## src/rtl/riscv_pkg.sv

```systemverilog
// riscv_pkg: opcode, fetch-state and reset-vector constants shared by the fetch front end
package riscv_pkg;
  localparam logic [4:0] OP_JAL = 5'b11011;
  localparam logic [4:0] OP_JALR = 5'b11001;
  localparam logic [4:0] OP_BRANCH = 5'b11000;
  localparam logic [31:0] DEF_RESET_PC = 32'h0000_0000;
  localparam logic [31:0] DEF_TRAP_VEC = 32'h0000_0004;
  typedef enum logic [1:0] {IDLE, REQ, WAIT, DROP} fetch_state_e;
endpackage

```

## src/rtl/branch_target_gen.sv

```systemverilog
// branch_target_gen: redirect target and misalignment flag for the EX instruction
module branch_target_gen
  import riscv_pkg::*;
(
  input  logic [4:0]  opcode,
  input  logic [31:0] ex_pc,
  input  logic [31:0] rs1,
  input  logic [31:0] imm,
  output logic [31:0] target,
  output logic        misaligned
);
  assign target = opcode == OP_JALR ? (rs1 + imm) & ~32'h1 : ex_pc + imm;
  assign misaligned = target[1];
endmodule

```

## src/rtl/branch_redirect_ctrl.sv

```systemverilog
// branch_redirect_ctrl: fetch PC sequencer with branch redirect and stale-response drop
module branch_redirect_ctrl
  import riscv_pkg::*;
#(
  parameter logic [31:0] RESET_PC = DEF_RESET_PC,
  parameter logic [31:0] TRAP_VEC = DEF_TRAP_VEC,
  parameter int CNT_W = 16
) (
  input  logic             clk_in,
  input  logic             rst_n_in,
  input  logic             branch_taken_in,
  input  logic             ex_valid_in,
  input  logic [31:0]      ex_pc_in,
  input  logic [31:0]      imm_in,
  input  logic [31:0]      rs1_in,
  input  logic [4:0]       opcode_6_2_in,
  input  logic             stall_in,
  output logic             imem_req_out,
  output logic [31:0]      imem_addr_out,
  input  logic             imem_gnt_in,
  input  logic             imem_rvalid_in,
  output logic             if_valid_out,
  output logic [31:0]      if_pc_out,
  output logic             flush_out,
  output logic             misaligned_exc_out,
  output logic [31:0]      misaligned_addr_out,
  output logic [CNT_W-1:0] redirect_cnt_out
);
  fetch_state_e state, state_d;
  logic [31:0] pc, pc_d, target, eff_target;
  logic misaligned, redir;
  branch_target_gen u_tgt (
    .opcode(opcode_6_2_in),
    .ex_pc(ex_pc_in),
    .rs1(rs1_in),
    .imm(imm_in),
    .target(target),
    .misaligned(misaligned)
  );
  assign redir = ex_valid_in & branch_taken_in & ~stall_in;
  assign eff_target = misaligned ? TRAP_VEC : target;
  assign flush_out = redir;
  assign misaligned_exc_out = redir & misaligned;
  assign imem_req_out = state == REQ && !stall_in;
  assign imem_addr_out = pc;
  assign if_valid_out = state == WAIT && imem_rvalid_in && !redir;
  assign if_pc_out = pc;
  always_comb begin
    state_d = state;
    pc_d = redir ? eff_target : pc;
    case (state)
      IDLE: state_d = REQ;
      REQ: state_d = redir ? (imem_gnt_in ? DROP : REQ) : (imem_gnt_in && !stall_in ? WAIT : REQ);
      WAIT: begin
        pc_d = if_valid_out ? pc + 32'd4 : pc_d;
        state_d = imem_rvalid_in ? REQ : redir ? DROP : WAIT;
      end
      default: state_d = imem_rvalid_in ? REQ : DROP;
    endcase
  end
  always_ff @(posedge clk_in) begin
    if (!rst_n_in) begin
      state <= IDLE;
      pc <= RESET_PC;
      redirect_cnt_out <= '0;
      misaligned_addr_out <= '0;
    end else begin
      state <= state_d;
      pc <= pc_d;
      if (redir && !(&redirect_cnt_out)) redirect_cnt_out <= redirect_cnt_out + 1'b1;
      if (misaligned_exc_out) misaligned_addr_out <= target;
    end
  end
endmodule

```

## config.mk

```make
export PLATFORM = sky130hd
export DESIGN_NAME = branch_redirect_ctrl
export DESIGN_NICKNAME = d
export VERILOG_FILES = /design/src/rtl/riscv_pkg.sv /design/src/rtl/branch_target_gen.sv /design/src/rtl/branch_redirect_ctrl.sv
export SDC_FILE = /design/constraint.sdc
export NUM_CORES = 1
export LEC_CHECK = 0
export CORE_UTILIZATION = 44
export DETAILED_ROUTE_END_ITERATION = 6
export PLACE_DENSITY = 0.81
export SLEW_MARGIN = 20
export SYNTH_ARGS = -nofsm -noshare
export SYNTH_HDL_FRONTEND = slang
export SYNTH_SLANG_ARGS = --single-unit
```

## constraint.sdc

```tcl
create_clock -name clk_in -period 3.61 [get_ports clk_in]
set_input_delay 1.083 -clock clk_in [delete_from_list [all_inputs] [get_ports clk_in]]
set_output_delay 1.083 -clock clk_in [all_outputs]
set_load 0.01 [all_outputs]
```

==> impl_metrics.yaml <==
outcome:
  outcome: "completed"
clocking:
  clkSlewWorstSetupHoldPaths_ns: 0.06
  root_buffer: "clkbuf_16"
  clk_latency_ns: 0.34
  cts_htree_levels: 3
  cts_buffer_depth: 2
  cts_buffers: 9
  cts_sinks: 82
  cts_tree: "yes"
critical_path:
  criticalPathCategory: "primary input to flip-flop"
  crit_family: "compound AO/OA/AOI/OAI gates"
  cp.required_ns: 3.86
  crit_path_end_kind: "flip-flop"
  path_cells: "clkdlybuf4s50_1 > ha_4 > and4_4 > nand3_2 > a2111oi_4 > o21ai_2 > nand4b_4 > a31oi_4 > o31ai_2 > xor2_1 > nand3_1 > a211oi_2"
  critPathLaunchType: "primary input"
  critPathBufInv: 1
  critPathMaxStageDelay_ns: 0.48
  critical-path-slowest-cell: "clkdlybuf4s50_1"
  critPathMaxFanout: 3
  crit_arrival_ns: 3.86
power:
  power.density_nw_per_um2: 281
  peakVddDrop_mv: 0.219
  p_leak_nw: 5.21
die:
  ios: 224
  rows: 46
  fp.dieArea_sq_um: 17200
  die_h_um: 131
  coreArea_sq_um: 16100
  initial_utilization: 0.457
  die_w_um: 131
sta:
  clock_skew_ns: 0.00637
  period_needed_ns: 3.61
  hold_ws_ns: 0.469
  tightest_slew_ns: 0.538
  finalCritPeriodShare: 0.999
  setup_tns_ns: 0
  fmax_mhz: 277
  setup_viol: 0
  max_slew_margin: 0.640
  finalHoldViolations: 0
  final_max_slew_viol_count: 0
global_routing:
  grt_pass1_wl_um: 43500
  antenna_found_initial: 0
  grt_pass1_vias: 8767
  track_usage: 0.309
  gr-total-overflow: 0
  grt_max_degree: 55
yosys:
  yosysUniqueCellTypes: 71
  synth_warnings: 0
  synth-seq-cells: 82
  netlist_area_sq_um: 7340
  synth.avg_cell_area_sq_um: 7.50
  ys_top_cells_by_area: "dfxtp_1 22%, ha_1 11%, a21oi_1 8.1%, xnor2_1 6.4%, nor2_1 5.2%"
  async_flop_share: 0
  synth_top_cell_area_share: 0.224
  synth_edf_count: 0
  netlist_top_cells_count: "119 x a21oi_1, 101 x nor2_1, 82 x dfxtp_1"
  synth_cells: 978
  synth-main-ff-cell: "dfxtp_1"
  syn_nets: 1151
  yosys.area.top_type: "dfxtp_1"
  synth.most_common_cell: "a21oi_1"
  seq_area_frac_synth: 0.224
place:
  portBuffers: 223
  place_area_sq_um: 11100
  place_congestion: 0.941
  dp_cells: 1558
  hpwl_um: 21200
cells_and_area:
  final_cells: 1592
  syn2layout_area_growth_pct: 66.2
  drive_gt1_frac: 0.271
  final_area_sq_um: 12200
  fillers: 1116
  final_core_util: 0.760
  antennaDiodeCount: 0
  nets: 1544
detailed_routing:
  drt-vias-per-instance: 5.76
  routed_wl_um: 28800
  ant_nets: 0
  dr.pass1.iters: 5
  drt_first_iter_violations: 766
  num_vias: 9162
  drc_errors: 0
  wire_per_inst_um: 18.1
worst_hold_path:
  min_path_type: "flip-flop to flip-flop"
run:
  drv_cap: 0
placed cells by master (no fill, tap or decap), types with 6 or more instances in the layout:
cell type / count
nand2_1: 68
nand4_1: 26
nand3_1: 33
a21o_1: 19
nor3_1: 16
and4_1: 6
a21oi_1: 100
o21bai_1: 10
dfxtp_1: 82
and3_1: 16
a21oi_2: 18
ha_1: 34
xor2_1: 37
o21ai_2: 6
dlygate4sd2_1: 10
buf_4: 233
a211oi_1: 16
nand2b_1: 9
nor2_1: 96
clkbuf_16: 9
inv_1: 17
mux2i_1: 6
dlymetal6s2s_1: 28
clkdlybuf4s50_1: 176
ha_4: 26
nor2b_1: 9
or3_1: 7
xnor2_1: 53
o22ai_1: 13
o21ai_0: 65
kinds of logic (layout without fill, tap and decap cells):
group / count (synthesis) / after routing / share of synthesized area
AOI/OAI and AO/OA: 311 / 311 / 0.262
xor gates and xnor gates: 92 / 92 / 0.110
adders and majority gates: 65 / 65 / 0.113
buffers and inverters: 98 / 496 / 0.0672
DFF: 82 / 82 / 0.224
muxes: 6 / 6 / 0.00818
and+or+nand+nor: 324 / 324 / 0.216
routing by layer:
metal	share of wire	routed length, um	GRT usage
met1	0.42	12200	0.391
met4	0.034	988	0.122
met5	0	0	0
met3	0.070	2020	0.0374
met2	0.47	13600	0.531
repair_timing:
item,CTS,global route
gates resized for setup,75,112
endpoints found under the setup margin,38,35
pin swaps,27,54
hold buffers,0,0
buffers inserted,7,11
tightest hold or removal path, delay by kind of cell (launching register included):
kind / cells / cell delay (ns)
and+or+nand+nor: 1 / 0.05
DFF: 1 / 0.32
AOI/OAI and AO/OA: 1 / 0.05
final timing paths:
kind | to | slack (ns) | depth (start not counted) | from
worst max-delay path | if_pc_out[30]$_SDFF_PN0_ | 0.003 | 12 | rs1_in[13]
worst min register to register | misaligned_addr_out[0]$_SDFFE_PN0P_ | 0.47 | 2 | misaligned_addr_out[0]$_SDFFE_PN0P_
worst min-delay path | misaligned_addr_out[0]$_SDFFE_PN0P_ | 0.47 | 2 | misaligned_addr_out[0]$_SDFFE_PN0P_
worst max register to register | if_pc_out[31]$_SDFF_PN0_ | 0.96 | 10 | if_pc_out[7]$_SDFF_PN0_
per-stage QoR:
step / total power, mW / worst slack [ns]
2_1_floorplan: 1.68 / 0.0387
3_3_place_gp: 2.38 / -0.819
3_5_place_dp: 2.40 / -0.823
4_1_cts: 3.27 / -0.0472
5_1_grt: 3.58 / -0.0963
6_report: 3.43 / 0.00341
report_power, final:
part           switching (mW)  leakage, nW  internal (mW)
registers              0.0354        0.665          0.938
logic                   0.784         4.42          0.834
clock network           0.355        0.133          0.485
total                    1.17         5.21           2.26
layout make-up:
type,count,area (sq um),area share
Multi-Input combinational cell,798,5880,0.482
Sequential cell,82,1640,0.135
Clock inverter,4,26.3,0.00215
Clock buffer,12,246,0.0202
Inverter,23,86.3,0.00708
Tap cell,216,270,0.0222
Timing Repair Buffer,457,4050,0.332
sequential cells by signal, indices dropped and copies added, names as in the netlist:
register,cells
redirect_cnt_out,16
state,2
if_pc_out,32
misaligned_addr_out,32
Power figures use the tool's default switching activity.
